## config.mk

```make
export PLATFORM = sky130hd
export DESIGN_NAME = ca_code_nco_ctrl
export DESIGN_NICKNAME = d
export VERILOG_FILES = /design/src/rtl/ca_code_nco_ctrl.sv
export SDC_FILE = /design/constraint.sdc
export NUM_CORES = 1
export LEC_CHECK = 0
export BUFFER_PORTS_ARGS = -buffer_cell sky130_fd_sc_hd__buf_2
export CORE_MARGIN = 5
export CORE_UTILIZATION = 35
export DETAILED_ROUTE_END_ITERATION = 16
export PLACE_DENSITY = 0.54
export SETUP_SLACK_MARGIN = 0.5
export SLEW_MARGIN = 0
export SYNTH_ARGS = -nofsm -noshare
export SYNTH_HDL_FRONTEND = slang
export SYNTH_SLANG_ARGS = --single-unit
```

## constraint.sdc

```tcl
create_clock -name clkin -period 8.5 [get_ports clkin]
set_input_delay 0.85 -clock clkin [delete_from_list [all_inputs] [get_ports clkin]]
set_output_delay 0.85 -clock clkin [all_outputs]
set_load 0.03 [all_outputs]
```

## src/rtl/ca_code_nco_ctrl.sv

```systemverilog
// ca_code_nco_ctrl
// Sequences the C/A code-clock NCO. A phase accumulator adds the active
// frequency word every cycle in RUN; each carry toggles code_clk. Each rising
// toggle is one chip: the chip counter advances and wraps every CHIPS chips
// with an epoch strobe. The code starts phase-aligned to a synchronised
// sync_in (1PPS) rising edge once armed. Frequency words arrive through a
// one-deep valid/ready slot. They are applied at once when not running, and
// only on chip boundaries while running.
//
// Ports:
//   clkin, rst            clock, asynchronous active-low reset
//   arm, stop             command pulses (stop wins over arm and sync)
//   sync_in               asynchronous 1PPS input
//   cfg_valid/cfg_word    frequency word offer; cfg_ready = slot empty
//   code_clk              generated code clock
//   chip_stb, chip_idx    chip strobe (rising code_clk) and chip index
//   epoch_stb             pulse when chip_idx becomes 0
//   running, state        RUN flag and FSM state (IDLE=0, ARMED=1, RUN=2)
module ca_code_nco_ctrl #(
    parameter int               ACC_W    = 64,
    parameter logic [ACC_W-1:0] DEF_WORD = 64'd754840767496194852,
    parameter int               CHIPS    = 1023,
    parameter int               IDX_W    = 10
) (
    input  logic             clkin,
    input  logic             rst,
    input  logic             arm,
    input  logic             stop,
    input  logic             sync_in,
    input  logic             cfg_valid,
    input  logic [ACC_W-1:0] cfg_word,
    output logic             cfg_ready,
    output logic             code_clk,
    output logic             chip_stb,
    output logic [IDX_W-1:0] chip_idx,
    output logic             epoch_stb,
    output logic             running,
    output logic [1:0]       state
);

    typedef enum logic [1:0] {
        IDLE  = 2'd0,
        ARMED = 2'd1,
        RUN   = 2'd2
    } state_t;

    state_t           st_q, st_d;
    logic             s1, s2, s3;
    logic             sync_edge;
    logic [ACC_W-1:0] acc;
    logic [ACC_W-1:0] active_word;
    logic [ACC_W-1:0] pend_word;
    logic [ACC_W:0]   sum;
    logic             advance, start, carry, rise, wrap;
    logic             xfer, copy;

    // Three-flop synchroniser; s1 may go metastable, s2/s3 give a clean edge.
    always_ff @(posedge clkin or negedge rst) begin
        if (!rst) begin
            s1 <= 1'b0;
            s2 <= 1'b0;
            s3 <= 1'b0;
        end else begin
            s1 <= sync_in;
            s2 <= s1;
            s3 <= s2;
        end
    end

    assign sync_edge = s2 & ~s3;

    // FSM state register
    always_ff @(posedge clkin or negedge rst) begin
        if (!rst) st_q <= IDLE;
        else      st_q <= st_d;
    end

    // FSM next state: stop always wins
    always_comb begin
        st_d = st_q;
        case (st_q)
            IDLE:    if (!stop && arm) st_d = ARMED;
            ARMED:   if (stop) st_d = IDLE;
                     else if (sync_edge) st_d = RUN;
            RUN:     if (stop) st_d = IDLE;
            default: st_d = IDLE;
        endcase
    end

    assign sum     = {1'b0, acc} + {1'b0, active_word};
    assign advance = (st_q == RUN) && !stop;
    assign start   = (st_q == ARMED) && !stop && sync_edge;
    assign carry   = advance && sum[ACC_W];
    assign rise    = carry && !code_clk;
    assign wrap    = (chip_idx == IDX_W'(CHIPS - 1));

    // NCO datapath. Outside an advancing RUN cycle everything is forced to its
    // start phase, except on the start edge, where code_clk rises as chip 0.
    always_ff @(posedge clkin or negedge rst) begin
        if (!rst) begin
            acc       <= '0;
            code_clk  <= 1'b0;
            chip_idx  <= '0;
            chip_stb  <= 1'b0;
            epoch_stb <= 1'b0;
            running   <= 1'b0;
        end else begin
            chip_stb  <= start | rise;
            epoch_stb <= start | (rise & wrap);
            running   <= (st_d == RUN);
            if (advance) begin
                acc <= sum[ACC_W-1:0];
                if (carry) code_clk <= ~code_clk;
                if (rise)  chip_idx <= wrap ? '0 : chip_idx + IDX_W'(1);
            end else begin
                acc      <= '0;
                code_clk <= start;
                chip_idx <= '0;
            end
        end
    end

    // Word slot. While running, a pending word waits for a rising toggle so
    // that a chip never mixes two rates. A frozen NCO (word 0) never reaches
    // a boundary, so the word stays pending until the block leaves RUN.
    assign xfer = cfg_valid && cfg_ready;
    assign copy = !cfg_ready && ((st_q != RUN) || rise);

    always_ff @(posedge clkin or negedge rst) begin
        if (!rst) begin
            active_word <= DEF_WORD;
            pend_word   <= '0;
            cfg_ready   <= 1'b1;
        end else if (copy) begin
            active_word <= pend_word;
            cfg_ready   <= 1'b1;
        end else if (xfer) begin
            pend_word   <= cfg_word;
            cfg_ready   <= 1'b0;
        end
    end

    assign state = st_q;

endmodule

```

==> reports/qor.json, run 1 <==
{
  "place.gp.congestion": {"value": 0.818},
  "design.die.area": {"value": 36200, "unit": "um2"},
  "nets": {"value": 1266},
  "cts_max_level": {"value": 1},
  "placement.setup.worst_slack": {"value": 4.48, "unit": "ns"},
  "number_of_buffers_added_to_fix_hold_violations_after_cts": {"value": 0},
  "dr_total_vias": {"value": 8061},
  "class_of_the_tightest_hold_or_removal_check": {"value": "flip-flop to flip-flop"},
  "1st_pass_router_iterations": {"value": 4},
  "fin_skew": {"value": 0.0123, "unit": "ns"},
  "clock_power_share": {"value": 37.5, "unit": "%"},
  "status": {"value": "complete, no violations"},
  "report.final.hold_viol_count": {"value": 0},
  "synth_xor_xnor_area_share": {"value": 4.31, "unit": "%"},
  "initial_core_util": {"value": 35.2, "unit": "%"},
  "report.final.slew_viol_count": {"value": 0},
  "synth_simple_gate_area_share": {"value": 11.5, "unit": "%"},
  "worst_hold_slack": {"value": 0.354, "unit": "ns"},
  "boundaryPins": {"value": 87},
  "dominantRegCellSynth": {"value": "sky130_fd_sc_hd__dfrtp_1"},
  "numPortBuffers": {"value": 86},
  "synth-compound-area-share": {"value": 14.5, "unit": "%"},
  "floorplan.core_area": {"value": 32300, "unit": "um2"},
  "synth_edf_count": {"value": 0},
  "cts.sink_count": {"value": 212},
  "critical_path_arrival": {"value": 4.39, "unit": "ns"},
  "cell_internal_pwr": {"value": 2.20, "unit": "mW"},
  "final.min_clock_period": {"value": 3.99, "unit": "ns"},
  "placed_cells_incl_taps": {"value": 1544},
  "synth.area.mux_share": {"value": 12.9, "unit": "%"},
  "power_frac_seq": {"value": 41.5, "unit": "%"},
  "grt_pass1_vias": {"value": 8243},
  "synth_async_sr_flop_share": {"value": 100, "unit": "%"},
  "initial_antenna_violation_count": {"value": 0},
  "multiInputGateArea": {"value": 5750, "unit": "um2"},
  "cts_buffer_count": {"value": 25},
  "grt_setup_unrepaired": {"value": "false"},
  "final.fill_count": {"value": 3151},
  "hpwl_after_detailed_placement": {"value": 18.0, "unit": "mm"},
  "wire_per_inst": {"value": 15.8, "unit": "um"},
  "endpoint_kind": {"value": "flip-flop"},
  "sw_pwr": {"value": 0.870, "unit": "mW"},
  "setup_viol_count_final": {"value": 0},
  "postSynthCellCount": {"value": 1056},
  "timing.setup.tns": {"value": 0, "unit": "ns"},
  "largest_voltage_drop_on_the_vdd_net": {"value": 0.000109, "unit": "V"},
  "power_switching_share": {"value": 28.3, "unit": "%"},
  "cts-root-buf": {"value": "sky130_fd_sc_hd__clkbuf_16"},
  "grt_pass1_wl": {"value": 42.4, "unit": "mm"},
  "drive_above_1_share": {"value": 25.4, "unit": "%"},
  "clk_pin_slew_worst_paths": {"value": 0.07, "unit": "ns"},
  "clock_tree.buffer_depth": {"value": 3},
  "largest_family_of_logic_cells_by_synthesized_area": {"value": "compound AO/OA/AOI/OAI gates"},
  "synth-seq-cells": {"value": 212},
  "ys_warn_count": {"value": 0},
  "max-cap-violations": {"value": 0},
  "detail_route.vias_per_cell": {"value": 5.07},
  "placed_cell_area": {"value": 12200, "unit": "um2"},
  "cts_setup_buffers": {"value": 0},
  "fmax": {"value": 250, "unit": "MHz"},
  "tritoncts": {"value": "built"},
  "final-seq-area": {"value": 5340, "unit": "um2"},
  "timing.final.ws_setup": {"value": 4.51, "unit": "ns"},
  "post_cts.resized_instances": {"value": 0},
  "powerDensity": {"value": 235, "unit": "nW/um2"},
  "diodes": {"value": 0},
  "mappedNetlistNets": {"value": 1193},
  "timing.setup.critical_path_class": {"value": "flip-flop to flip-flop"},
  "finalCritPeriodShare": {"value": 47.0, "unit": "%"},
  "placement_rows": {"value": 66},
  "share_comb_of_total_power": {"value": 21.1, "unit": "%"},
  "yosys.cell_types.count": {"value": 68},
  "die_h": {"value": 190, "unit": "um"},
  "slew_headroom": {"value": 40.1, "unit": "%"},
  "remaining_design_rule_violation_count": {"value": 0},
  "ys_seq_area_share": {"value": 47.0, "unit": "%"},
  "timing.critical_path.required": {"value": 8.89, "unit": "ns"},
  "timing.critical_path.from_type": {"value": "flip-flop"},
  "synthesis.area_per_instance": {"value": 10.8, "unit": "um2"},
  "totalWireLength": {"value": 25.2, "unit": "mm"},
  "leakagePower": {"value": 6.03, "unit": "nW"},
  "syn2layout_area_growth": {"value": 15.1, "unit": "%"},
  "dieWidth": {"value": 190, "unit": "um"},
  "finish.cell_count_without_fillers": {"value": 1589},
  "worstMarginPinSlew": {"value": 0.899, "unit": "ns"},
  "mappedNetlistArea": {"value": 11400, "unit": "um2"},
  "grt_max_degree": {"value": 78},
  "skew_pair_late_insertion_delay": {"value": 0.51, "unit": "ns"},
  "synthAdderAreaFrac": {"value": 7.44, "unit": "%"},
  "antenna_left": {"value": 0},
  "groute.usage.overall": {"value": 13.9, "unit": "%"},
  "drt_iter0_drc": {"value": 324},
  "design_area": {"value": 13100, "unit": "um2"},
  "path_max_fanout": {"value": 64},
  "global_route.overflow_total": {"value": 0}
}
[registers in the layout, summed over array words and instances (netlist names)]
name,cells
s1,1
running,1
s2,1
state,2
chip_stb,1
s3,1
active_word,64
pend_word,64
epoch_stb,1
acc,64
chip_idx,10
cfg_ready,1
code_clk,1
[logic make-up (layout without fill, tap and decap cells)]
logic type      after synthesis  in the layout
simple gates                282            282
xor+xnor                     56             56
compound gates              247            247
buf+inv                      62            153
fa+ha+maj                    67             67
mux                         130            130
flops                       212            212
[final cells by class]
class,instances,area share [%]
sequential,212,40.8
tap,442,4.23
multi-input combinational,782,43.9
inverter,16,0.459
clock buffer,34,5.35
timing repair buffer,92,3.70
clock inverter,11,1.50
[layer usage]
metal  up-vias  GRT usage (%)  part of all wire, %
met5         -              0                    0
met4         0           2.85                  1.4
met3        20           2.31                  4.3
met2       153           21.3                   43
met1      3925           20.7                   51
li1       3963              -                    -
[cell usage after synthesis, types with 3 or more instances]
master                      instances  share of area (%)
sky130_fd_sc_hd__and2_1             7               0.39
sky130_fd_sc_hd__and4_1             4               0.31
sky130_fd_sc_hd__o21bai_1           9               0.59
sky130_fd_sc_hd__a31oi_1            7               0.39
sky130_fd_sc_hd__dfstp_2           29                6.7
sky130_fd_sc_hd__dfrtp_1          183                 40
sky130_fd_sc_hd__a2111oi_0          3               0.23
sky130_fd_sc_hd__buf_2              4               0.18
sky130_fd_sc_hd__o31ai_1            9               0.59
sky130_fd_sc_hd__o22ai_1            4               0.22
sky130_fd_sc_hd__inv_1             16               0.53
sky130_fd_sc_hd__xnor2_1           30                2.3
sky130_fd_sc_hd__o21ai_0           36                1.6
sky130_fd_sc_hd__mux2_1            14                1.4
sky130_fd_sc_hd__buf_6              6               0.59
sky130_fd_sc_hd__nand3_1           13               0.57
sky130_fd_sc_hd__a211oi_1           7               0.46
sky130_fd_sc_hd__a32o_1             5               0.44
sky130_fd_sc_hd__o211ai_1           3               0.20
sky130_fd_sc_hd__o221ai_1           3               0.23
sky130_fd_sc_hd__ha_1              66                7.3
sky130_fd_sc_hd__clkbuf_1          34                1.1
sky130_fd_sc_hd__nand2_1           73                2.4
sky130_fd_sc_hd__xor2_1            26                2.0
sky130_fd_sc_hd__nor2b_1            9               0.50
sky130_fd_sc_hd__a21boi_0           3               0.20
sky130_fd_sc_hd__o21a_1             7               0.46
sky130_fd_sc_hd__nor3_1            15               0.66
sky130_fd_sc_hd__nand4_1           16               0.88
sky130_fd_sc_hd__a21oi_1           80                3.5
sky130_fd_sc_hd__mux2_2           114                 11
sky130_fd_sc_hd__a21o_1            42                2.8
sky130_fd_sc_hd__nor2_1           108                3.6
sky130_fd_sc_hd__or2_2              4               0.22
sky130_fd_sc_hd__nand2b_1           7               0.39
sky130_fd_sc_hd__or3_1              5               0.28
sky130_fd_sc_hd__a221oi_1           4               0.31
sky130_fd_sc_hd__and3_1            11               0.61
[per-stage QoR]
stage	util [%]	total power, mW
detailed placement	37.7	1.94
CTS	40.5	3.12
floorplan	-	1.77
global placement	37.7	1.94
global route	40.5	3.25
finish	40.5	3.07
[path summary, 6_finish.rpt]
path / startpoint / to / slack (ns) / cells after the start
min in group asynchronous: rst / pend_word[12] / 0.36 / 1
max in group asynchronous: rst / active_word[38] / 6.81 / 2
max: active_word[0] / active_word[36] / 4.51 / 13
min reg2reg: s1 / s2 / 0.35 / 0
min: s1 / s2 / 0.35 / 0
max reg2reg: active_word[0] / active_word[36] / 4.51 / 13
[placed cells by master, fill, tap and decap left out, types with 4 or more instances in the layout]
| cell | count |
|---|---|
| sky130_fd_sc_hd__mux2_1 | 14 |
| sky130_fd_sc_hd__dfrtp_1 | 183 |
| sky130_fd_sc_hd__o31ai_1 | 9 |
| sky130_fd_sc_hd__buf_2 | 85 |
| sky130_fd_sc_hd__clkbuf_8 | 5 |
| sky130_fd_sc_hd__ha_1 | 66 |
| sky130_fd_sc_hd__dfstp_2 | 29 |
| sky130_fd_sc_hd__mux2_2 | 114 |
| sky130_fd_sc_hd__inv_1 | 16 |
| sky130_fd_sc_hd__and2_1 | 7 |
| sky130_fd_sc_hd__a31oi_1 | 7 |
| sky130_fd_sc_hd__or2_2 | 4 |
| sky130_fd_sc_hd__a211oi_1 | 7 |
| sky130_fd_sc_hd__nand3_1 | 13 |
| sky130_fd_sc_hd__o22ai_1 | 4 |
| sky130_fd_sc_hd__nor2b_1 | 9 |
| sky130_fd_sc_hd__xnor2_1 | 30 |
| sky130_fd_sc_hd__buf_4 | 6 |
| sky130_fd_sc_hd__xor2_1 | 26 |
| sky130_fd_sc_hd__and4_1 | 4 |
| sky130_fd_sc_hd__or3_1 | 5 |
| sky130_fd_sc_hd__a221oi_1 | 4 |
| sky130_fd_sc_hd__bufinv_16 | 5 |
| sky130_fd_sc_hd__o21a_1 | 7 |
| sky130_fd_sc_hd__nor2_1 | 108 |
| sky130_fd_sc_hd__a21o_1 | 42 |
| sky130_fd_sc_hd__a21oi_1 | 80 |
| sky130_fd_sc_hd__a32o_1 | 5 |
| sky130_fd_sc_hd__o21bai_1 | 9 |
| sky130_fd_sc_hd__o21ai_0 | 36 |
| sky130_fd_sc_hd__nand2b_1 | 7 |
| sky130_fd_sc_hd__nor3_1 | 15 |
| sky130_fd_sc_hd__and3_1 | 11 |
| sky130_fd_sc_hd__nand4_1 | 16 |
| sky130_fd_sc_hd__nand2_1 | 72 |
| sky130_fd_sc_hd__clkbuf_16 | 25 |
| sky130_fd_sc_hd__clkbuf_1 | 5 |
[power groups by stage]
stage / clock network [mW] / logic, mW / registers (mW)
4_1_cts: 1.19 / 0.654 / 1.28
6_report: 1.15 / 0.648 / 1.27
2_1_floorplan: 0 / 0.514 / 1.25
3_3_place_gp: 0 / 0.645 / 1.29
5_1_grt: 1.23 / 0.728 / 1.29
3_5_place_dp: 0 / 0.649 / 1.30
[worst max-delay path, cell delays in order, from the launching register on]
cell	delay (ns)
sky130_fd_sc_hd__dfrtp_1	0.34
sky130_fd_sc_hd__ha_1	0.18
sky130_fd_sc_hd__fa_1	0.23
sky130_fd_sc_hd__a211oi_1	0.11
sky130_fd_sc_hd__o21ai_2	0.25
sky130_fd_sc_hd__o2111ai_2	0.20
sky130_fd_sc_hd__a211oi_2	0.29
sky130_fd_sc_hd__o2111ai_1	0.18
sky130_fd_sc_hd__nand3_2	0.20
sky130_fd_sc_hd__a31oi_4	0.18
sky130_fd_sc_hd__or3_4	0.40
sky130_fd_sc_hd__a31oi_4	0.18
sky130_fd_sc_hd__buf_4	0.68
sky130_fd_sc_hd__mux2_2	0.41
Note: power is estimated with default switching activity, not from simulation.
==> run 2: changes to the inputs <==
--- a/config.mk
+++ b/config.mk
@@ -9,7 +9,7 @@
 export CORE_MARGIN = 5
 export CORE_UTILIZATION = 35
 export DETAILED_ROUTE_END_ITERATION = 16
-export PLACE_DENSITY = 0.54
+export PLACE_DENSITY = 0.56
 export SETUP_SLACK_MARGIN = 0.5
 export SLEW_MARGIN = 0
 export SYNTH_ARGS = -nofsm -noshare
==> constraint.sdc (replaced) <==
create_clock -name clkin -period 3.4 [get_ports clkin]
set_input_delay 0.34 -clock clkin [delete_from_list [all_inputs] [get_ports clkin]]
set_output_delay 0.34 -clock clkin [all_outputs]
set_load 0.03 [all_outputs]
==> reports/qor.json, run 2 (synthesized netlist as in run 1, its figures left out) <==
{
  "path_max_fanout": {"value": 6, "change": "-91%"},
  "share_comb_of_total_power": {"value": 26.4, "unit": "%", "change": "+5.3 points"},
  "timing.setup.critical_path_class": {"value": "flip-flop to flip-flop"},
  "endpoint_kind": {"value": "flip-flop"},
  "max_stage_delay_on_crit_path": {"value": 0.55, "unit": "ns", "change": "-0.13 ns"},
  "sw_pwr": {"value": 2.37, "unit": "mW", "change": "+170%"},
  "initial_core_util": {"value": 35.2, "unit": "%", "change": "unchanged"},
  "cpLargestDelayFamily": {"value": "compound AO/OA/AOI/OAI gates"},
  "design.die.area": {"value": 36200, "unit": "um2", "change": "unchanged"},
  "failing_checks": {"value": "setup timing"},
  "global_route.overflow_total": {"value": 0, "change": "unchanged"},
  "final.min_clock_period": {"value": 3.42, "unit": "ns", "change": "-0.577 ns"},
  "fmax": {"value": 293, "unit": "MHz", "change": "+17%"},
  "nets": {"value": 1371, "change": "+8.3%"},
  "report.final.slew_viol_count": {"value": 0, "change": "unchanged"},
  "design_area": {"value": 14900, "unit": "um2", "change": "+14%"},
  "hpwl_after_detailed_placement": {"value": 19.2, "unit": "mm", "change": "+6.7%"},
  "worstPathCellList": {"value": "ha_4 -> o211ai_1 -> o21ai_2 -> o2111ai_2 -> buf_4 -> a211oi_4 -> o2111ai_2 -> nand3_2 -> a31oi_4 -> or3_4 -> a31oi_4 -> buf_12 -> buf_8 -> clkbuf_16 -> mux2_2"},
  "numPortBuffers": {"value": 86, "change": "unchanged"},
  "diodes": {"value": 0, "change": "unchanged"},
  "power_frac_seq": {"value": 39.2, "unit": "%", "change": "-2.3 points"},
  "clock_power_share": {"value": 34.3, "unit": "%", "change": "-3.2 points"},
  "cell_internal_pwr": {"value": 5.85, "unit": "mW", "change": "+170%"},
  "antenna_left": {"value": 0, "change": "unchanged"},
  "boundaryPins": {"value": 87, "change": "unchanged"},
  "placement.setup.worst_slack": {"value": -0.0738, "unit": "ns", "change": "-4.55 ns"},
  "syn2layout_area_growth": {"value": 31.4, "unit": "%"},
  "groute.usage.overall": {"value": 15.1, "unit": "%", "change": "+1.2 points"},
  "die_h": {"value": 190, "unit": "um", "change": "unchanged"},
  "setup_viol_count_final": {"value": 10, "change": "+10"},
  "report.final.hold_viol_count": {"value": 0, "change": "unchanged"},
  "grt_pass1_vias": {"value": 8917, "change": "+8.2%"},
  "largest_voltage_drop_on_the_vdd_net": {"value": 0.000390, "unit": "V", "change": "+260%"},
  "timing.critical_path.required": {"value": 3.80, "unit": "ns", "change": "-5.09 ns"},
  "drt_iter0_drc": {"value": 405, "change": "+25%"},
  "floorplan.core_area": {"value": 32300, "unit": "um2", "change": "unchanged"},
  "powerDensity": {"value": 550, "unit": "nW/um2", "change": "+130%"},
  "critical_path.slowest_cell": {"value": "sky130_fd_sc_hd__dfstp_2"},
  "max-cap-violations": {"value": 0, "change": "unchanged"},
  "placed_cell_area": {"value": 12800, "unit": "um2", "change": "+4.7%"},
  "remaining_design_rule_violation_count": {"value": 0, "change": "unchanged"},
  "detail_route.vias_per_cell": {"value": 5.10, "change": "+0.48%"},
  "grt_max_degree": {"value": 88, "change": "+13%"},
  "slew_headroom": {"value": 46.8, "unit": "%", "change": "+6.7 points"},
  "wire_per_inst": {"value": 16.4, "unit": "um", "change": "+3.8%"},
  "clk_pin_slew_worst_paths": {"value": 0.06, "unit": "ns", "change": "about the same"},
  "skew_pair_late_insertion_delay": {"value": 0.52, "unit": "ns", "change": "about the same"},
  "power_switching_share": {"value": 28.8, "unit": "%", "change": "+0.55 points"},
  "grt_setup_unrepaired": {"value": "true"},
  "dr_total_vias": {"value": 8630, "change": "+7.1%"},
  "dieWidth": {"value": 190, "unit": "um", "change": "unchanged"},
  "mostFrequentLayoutCell": {"value": "sky130_fd_sc_hd__dfrtp_1"},
  "finalCritPeriodShare": {"value": 101, "unit": "%", "change": "+54 points"},
  "placement_rows": {"value": 66, "change": "unchanged"},
  "tritoncts": {"value": "built"},
  "cts.sink_count": {"value": 212, "change": "unchanged"},
  "worstMarginPinSlew": {"value": 0.798, "unit": "ns", "change": "-0.101 ns"},
  "leakagePower": {"value": 6.82, "unit": "nW", "change": "+13%"},
  "initial_antenna_violation_count": {"value": 0, "change": "unchanged"},
  "1st_pass_router_iterations": {"value": 5, "change": "+1"},
  "place.gp.congestion": {"value": 0.854, "change": "+4.4%"},
  "grt_pass1_wl": {"value": 45.9, "unit": "mm", "change": "+8.2%"},
  "cts-root-buf": {"value": "sky130_fd_sc_hd__clkbuf_16"},
  "mostFrequentLayoutCells": {"value": "sky130_fd_sc_hd__dfrtp_1, sky130_fd_sc_hd__nor2_1, sky130_fd_sc_hd__mux2_2, sky130_fd_sc_hd__buf_2, sky130_fd_sc_hd__buf_4"},
  "fin_skew": {"value": 0.0100, "unit": "ns", "change": "-0.00230 ns"},
  "timing.critical_path.from_type": {"value": "flip-flop"},
  "drive_above_1_share": {"value": 39.5, "unit": "%", "change": "+14 points"},
  "timing.final.ws_setup": {"value": -0.0177, "unit": "ns", "change": "-4.52 ns"},
  "critical_path.n_buffers_inverters": {"value": 4, "change": "+3"},
  "status": {"value": "finished, violations left"},
  "class_of_the_tightest_hold_or_removal_check": {"value": "primary input to flip-flop"},
  "totalWireLength": {"value": 27.8, "unit": "mm", "change": "+11%"},
  "clock_tree.buffer_depth": {"value": 3, "change": "unchanged"},
  "critical_path_arrival": {"value": 3.82, "unit": "ns", "change": "-0.57 ns"},
  "cts_max_level": {"value": 1, "change": "unchanged"},
  "cts_buffer_count": {"value": 25, "change": "unchanged"},
  "reg.largest.list": {"value": "acc x64, active_word x64, pend_word x64"}
}
## run 2: changes by cell type in the layout (fill, tap and decap cells not counted), sizes merged, moves of 2 or more
cell	before	now
clkinv	3	7
clkbuf	35	33
buf	91	192
dlygate4sd3	0	2
## run 2: timing repair
| item | CTS | global route |
|---|---|---|
| hold endpoints to repair | 71 | 0 |
| pin swaps | 22 | 33 |
| hold buffers | 2 | 0 |
| setup endpoints to repair | 99 | 105 |
| resized for setup | 82 | 84 |
| gates cloned | 4 | 1 |
| setup buffers | 20 | 20 |
## run 2: path summary, 6_finish.rpt
path / slack [ns] / endpoint / start / cells after the start
max: -0.02 / active_word[17] / active_word[5] / 15
min: 0.05 / pend_word[57] / cfg_word[57] / 2
max reg2reg: -0.02 / active_word[17] / active_word[5] / 15
min reg2reg: 0.35 / s2 / s1 / 0
max in group asynchronous: 1.99 / active_word[35] / rst / 3
min in group asynchronous: 0.43 / pend_word[17] / rst / 2
## run 2: worst register-to-register path, stage by stage, from the launching register on
cell                        delay [ns]
sky130_fd_sc_hd__dfstp_2          0.55
sky130_fd_sc_hd__ha_4             0.15
sky130_fd_sc_hd__o211ai_1         0.10
sky130_fd_sc_hd__o21ai_2          0.20
sky130_fd_sc_hd__o2111ai_2        0.15
sky130_fd_sc_hd__buf_4            0.18
sky130_fd_sc_hd__a211oi_4         0.27
sky130_fd_sc_hd__o2111ai_2        0.16
sky130_fd_sc_hd__nand3_2          0.14
sky130_fd_sc_hd__a31oi_4          0.10
sky130_fd_sc_hd__or3_4            0.36
sky130_fd_sc_hd__a31oi_4          0.21
sky130_fd_sc_hd__buf_12           0.15
sky130_fd_sc_hd__buf_8            0.12
sky130_fd_sc_hd__clkbuf_16        0.14
sky130_fd_sc_hd__mux2_2           0.33
## run 2: power by group through the flow
stage / Sequential (mW) / Combinational [mW] / Clock [mW]
2_1_floorplan: 3.14 / 1.32 / 0
6_report: 3.23 / 2.17 / 2.82
5_1_grt: 3.28 / 2.39 / 3.00
3_3_place_gp: 3.23 / 1.78 / 0
4_1_cts: 3.22 / 2.01 / 2.92
3_5_place_dp: 3.24 / 1.79 / 0
## run 2: layout make-up
class | count | area (um2)
Clock inverter | 13 | 193
Clock buffer | 31 | 668
Tap cell | 442 | 553
Fill cell | 3026 | 17300
Sequential cell | 212 | 5340
Timing Repair Buffer | 196 | 1500
Inverter | 16 | 60.1
Multi-Input combinational cell | 783 | 6630
## run 2: per-layer routing
layer,GRT usage (%),vias to the layer above,part of all wire (%)
met2,24.3,139,46
li1,-,4159,-
met1,21.8,4286,49
met3,2.01,46,3.2
met4,3.62,0,2.3
met5,0,-,0
## run 2: through the flow
step	util [%]	hold slack [ns]	power, mW	setup TNS [ns]	instances
floorplan	-	0.0444	4.46	0	1056
global placement	39.5	0.336	5.01	0	1602
detailed placement	39.5	0.339	5.03	-0.119	1602
CTS	44.5	0.0225	8.15	0	1672
global route	46.3	0.0371	8.66	-7.69	1693
finish	46.3	0.0479	8.22	-0.113	1693
==> run 3: changes to the inputs <==
--- a/config.mk
+++ b/config.mk
@@ -5,11 +5,12 @@
 export SDC_FILE = /design/constraint.sdc
 export NUM_CORES = 1
 export LEC_CHECK = 0
-export BUFFER_PORTS_ARGS = -buffer_cell sky130_fd_sc_hd__buf_2
 export CORE_MARGIN = 5
 export CORE_UTILIZATION = 35
 export DETAILED_ROUTE_END_ITERATION = 16
-export PLACE_DENSITY = 0.56
+export DONT_BUFFER_PORTS = 1
+export PLACE_DENSITY = 0.54
+export REMOVE_ABC_BUFFERS = 1
 export SETUP_SLACK_MARGIN = 0.5
 export SLEW_MARGIN = 0
 export SYNTH_ARGS = -nofsm -noshare
==> reports/qor.json, run 3 (synthesized netlist as in run 1, its figures left out) <==
{
  "status": {"value": "finished, violations left"},
  "failing_checks": {"value": "hold timing, setup timing"},
  "largest_voltage_drop_on_the_vdd_net": {"value": 0.000422, "unit": "V", "change": "+8.0%"},
  "place.gp.congestion": {"value": 0.879, "change": "+3.0%"},
  "cts_buffer_count": {"value": 25, "change": "unchanged"},
  "worstPathCellList": {"value": "ha_4 -> buf_6 -> o211ai_1 -> o21ai_2 -> o2111ai_2 -> buf_4 -> a211oi_4 -> o2111ai_2 -> nand3_4 -> a31oi_4 -> or3_4 -> a31oi_4 -> buf_6 -> buf_12 -> mux2_2"},
  "nets": {"value": 1341, "change": "-2.2%"},
  "sw_pwr": {"value": 2.34, "unit": "mW", "change": "-1.2%"},
  "multiInputGateArea": {"value": 6530, "unit": "um2", "change": "-1.5%"},
  "slew_headroom": {"value": 36.3, "unit": "%", "change": "-11 points"},
  "timing.final.ws_setup": {"value": -0.00846, "unit": "ns", "change": "+0.00923 ns"},
  "critical_path.slowest_cell": {"value": "sky130_fd_sc_hd__dfrtp_1"},
  "power_switching_share": {"value": 28.5, "unit": "%", "change": "-0.37 points"},
  "dieWidth": {"value": 190, "unit": "um", "change": "unchanged"},
  "cts-root-buf": {"value": "sky130_fd_sc_hd__clkbuf_16"},
  "mostFrequentLayoutCell": {"value": "sky130_fd_sc_hd__dfrtp_1"},
  "drt_iter0_drc": {"value": 409, "change": "+0.99%"},
  "fin_skew": {"value": 0.0167, "unit": "ns", "change": "+0.00669 ns"},
  "max-cap-violations": {"value": 0, "change": "unchanged"},
  "reg.largest.list": {"value": "acc x64, active_word x64, pend_word x64"},
  "boundaryPins": {"value": 87, "change": "unchanged"},
  "finalCritPeriodShare": {"value": 100, "unit": "%", "change": "-0.27 points"},
  "tritoncts": {"value": "built"},
  "timing.critical_path.from_type": {"value": "flip-flop"},
  "initial_core_util": {"value": 35.2, "unit": "%", "change": "unchanged"},
  "critPathLaunch": {"value": "active_word[3]"},
  "skew_pair_late_insertion_delay": {"value": 0.52, "unit": "ns", "change": "about the same"},
  "cts_max_level": {"value": 1, "change": "unchanged"},
  "hpwl_after_detailed_placement": {"value": 18.3, "unit": "mm", "change": "-4.5%"},
  "class_of_the_tightest_hold_or_removal_check": {"value": "primary input to asynchronous set/reset pin"},
  "setup_viol_count_final": {"value": 5, "change": "-5"},
  "numPortBuffers": {"value": 0, "change": "-100%"},
  "die_h": {"value": 190, "unit": "um", "change": "unchanged"},
  "final-seq-area": {"value": 5340, "unit": "um2", "change": "unchanged"},
  "grt_pass1_wl": {"value": 45.2, "unit": "mm", "change": "-1.5%"},
  "worst_hold_slack": {"value": -0.482, "unit": "ns", "change": "-0.530 ns"},
  "report.final.slew_viol_count": {"value": 0, "change": "unchanged"},
  "report.final.hold_viol_count": {"value": 212, "change": "+212"},
  "number_of_buffers_added_to_fix_hold_violations_after_cts": {"value": 67, "change": "+65"},
  "leakagePower": {"value": 6.72, "unit": "nW", "change": "-1.4%"},
  "final.fill_count": {"value": 3006, "change": "-0.66%"},
  "worstMarginPinSlew": {"value": 0.956, "unit": "ns", "change": "+0.158 ns"},
  "crit-reg2reg-launch": {"value": "active_word[3]"},
  "placement_rows": {"value": 66, "change": "unchanged"},
  "grt_setup_unrepaired": {"value": "true"},
  "timing.critical_path.required": {"value": 3.80, "unit": "ns", "change": "about the same"},
  "path_max_fanout": {"value": 15, "change": "+9"},
  "totalWireLength": {"value": 28.2, "unit": "mm", "change": "+1.5%"},
  "drive_above_1_share": {"value": 31.5, "unit": "%", "change": "-8.0 points"},
  "initial_antenna_violation_count": {"value": 1, "change": "+1"},
  "detail_route.vias_per_cell": {"value": 5.13, "change": "+0.57%"},
  "design.die.area": {"value": 36200, "unit": "um2", "change": "unchanged"},
  "cell_internal_pwr": {"value": 5.88, "unit": "mW", "change": "+0.60%"},
  "power_frac_seq": {"value": 39.2, "unit": "%", "change": "about the same"},
  "grt_pass1_vias": {"value": 8811, "change": "-1.2%"},
  "clock_power_share": {"value": 34.8, "unit": "%", "change": "+0.5 points"},
  "share_comb_of_total_power": {"value": 25.9, "unit": "%", "change": "-0.5 points"},
  "groute.usage.overall": {"value": 14.9, "unit": "%", "change": "-0.17 points"},
  "cts.sink_count": {"value": 212, "change": "unchanged"},
  "floorplan.core_area": {"value": 32300, "unit": "um2", "change": "unchanged"},
  "clock_tree.buffer_depth": {"value": 3, "change": "unchanged"},
  "final.min_clock_period": {"value": 3.41, "unit": "ns", "change": "-0.00923 ns"},
  "dr_total_vias": {"value": 8536, "change": "-1.1%"},
  "remaining_design_rule_violation_count": {"value": 0, "change": "unchanged"},
  "syn2layout_area_growth": {"value": 31.4, "unit": "%", "change": "about the same"},
  "fmax": {"value": 293, "unit": "MHz", "change": "+0.27%"},
  "grt_max_degree": {"value": 213, "change": "+140%"},
  "max_stage_delay_on_crit_path": {"value": 0.41, "unit": "ns", "change": "-0.14 ns"},
  "timing.setup.critical_path_class": {"value": "flip-flop to flip-flop"},
  "utilization": {"value": 46.3, "unit": "%", "change": "about the same"},
  "clk_pin_slew_worst_paths": {"value": 0.06, "unit": "ns", "change": "about the same"},
  "mostFrequentLayoutCells": {"value": "sky130_fd_sc_hd__dfrtp_1, sky130_fd_sc_hd__nor2_1, sky130_fd_sc_hd__buf_4"},
  "1st_pass_router_iterations": {"value": 7, "change": "+2"},
  "endpoint_kind": {"value": "flip-flop"},
  "antenna_left": {"value": 0, "change": "unchanged"},
  "global_route.overflow_total": {"value": 0, "change": "unchanged"},
  "wire_per_inst": {"value": 17.0, "unit": "um", "change": "+3.2%"},
  "critical_path_arrival": {"value": 3.80, "unit": "ns", "change": "-0.02 ns"},
  "powerDensity": {"value": 551, "unit": "nW/um2", "change": "about the same"}
}
## run 3: cell count changes in the layout (fill, tap and decap cells not counted), moves of 4 or more
| cell | before | now |
|---|---|---|
| sky130_fd_sc_hd__buf_12 | 8 | 2 |
| sky130_fd_sc_hd__buf_2 | 85 | 0 |
| sky130_fd_sc_hd__buf_4 | 85 | 81 |
| sky130_fd_sc_hd__buf_6 | 9 | 13 |
| sky130_fd_sc_hd__dlygate4sd3_1 | 2 | 67 |
| sky130_fd_sc_hd__ha_1 | 45 | 57 |
| sky130_fd_sc_hd__ha_4 | 18 | 8 |
| sky130_fd_sc_hd__mux2_2 | 85 | 77 |
| sky130_fd_sc_hd__mux2_4 | 36 | 47 |
| sky130_fd_sc_hd__o31ai_2 | 7 | 3 |
## run 3: worst max-delay path, delay by kind of cell, from the launching register on
family	cells	cell delay, ns
flops	1	0.41
compound gates	7	1.16
buf+inv	4	0.58
mux	1	0.34
fa+ha+maj	1	0.28
simple gates	2	0.50
## run 3: power by group through the flow
stage                     clock network, mW  registers [mW]  logic [mW]
after global placement                    0            3.24        1.70
after floorplan                           0            3.14        1.27
after global routing                   3.06            3.27        2.34
final                                  2.87            3.23        2.13
after CTS                              2.96            3.22        1.96
after detailed placement                  0            3.25        1.72
## run 3: path summary, 6_finish.rpt
| check | slack, ns | cells past startpoint | to |
|---|---|---|---|
| worst max-delay path | -0.008 | 15 | active_word[60] |
| worst max register to register | -0.008 | 15 | active_word[60] |
| worst min register to register | 0.35 | 0 | s2 |
| max in group asynchronous | 3.52 | 0 | active_word[11] |
| min in group clkin | 0.11 | 2 | acc[50] |
| worst min-delay path | -0.48 | 0 | chip_idx[5] |
## run 3: area by class of cell
| class | count | area share, % |
|---|---|---|
| inverters | 16 | 0.402 |
| multi-input cells | 782 | 43.7 |
| diodes | 1 | 0.0167 |
| flip-flops and latches | 212 | 35.7 |
| clock inverters | 14 | 1.36 |
| repair buffers | 167 | 10.5 |
| clock buffers | 31 | 4.54 |
| well taps | 442 | 3.70 |
## run 3: layer usage
layer / wire [um] / GRT usage, % / share of wire, %
met1: 13200 / 20.6 / 47
met2: 13100 / 24.6 / 46
met3: 1190 / 2.54 / 4.2
met4: 728 / 3.84 / 2.6
met5: 0 / 0 / 0
## run 3: what timing repair did
item / CTS / global route
pin swaps: 24 / 22
endpoints found under the setup margin: 105 / 107
buffers inserted: 17 / 8
endpoints found under the hold margin: 279 / 212
resized for setup: 93 / 76
cloned: 2 / 2
## run 3: through the flow
stage | power (mW) | cell area, um2 | worst slack (ns) | cells | TNS, ns
final | 8.23 | 14900 | -0.00846 | 1665 | -0.0274
after detailed placement | 4.97 | 12300 | -0.0971 | 1523 | -2.41
after CTS | 8.15 | 14500 | -0.0109 | 1654 | -0.0405
after global routing | 8.67 | 14900 | -0.0853 | 1665 | -2.56
after global placement | 4.94 | 12300 | -0.160 | 1523 | -0.208
after floorplan | 4.40 | 11100 | -0.526 | 1010 | -31.93
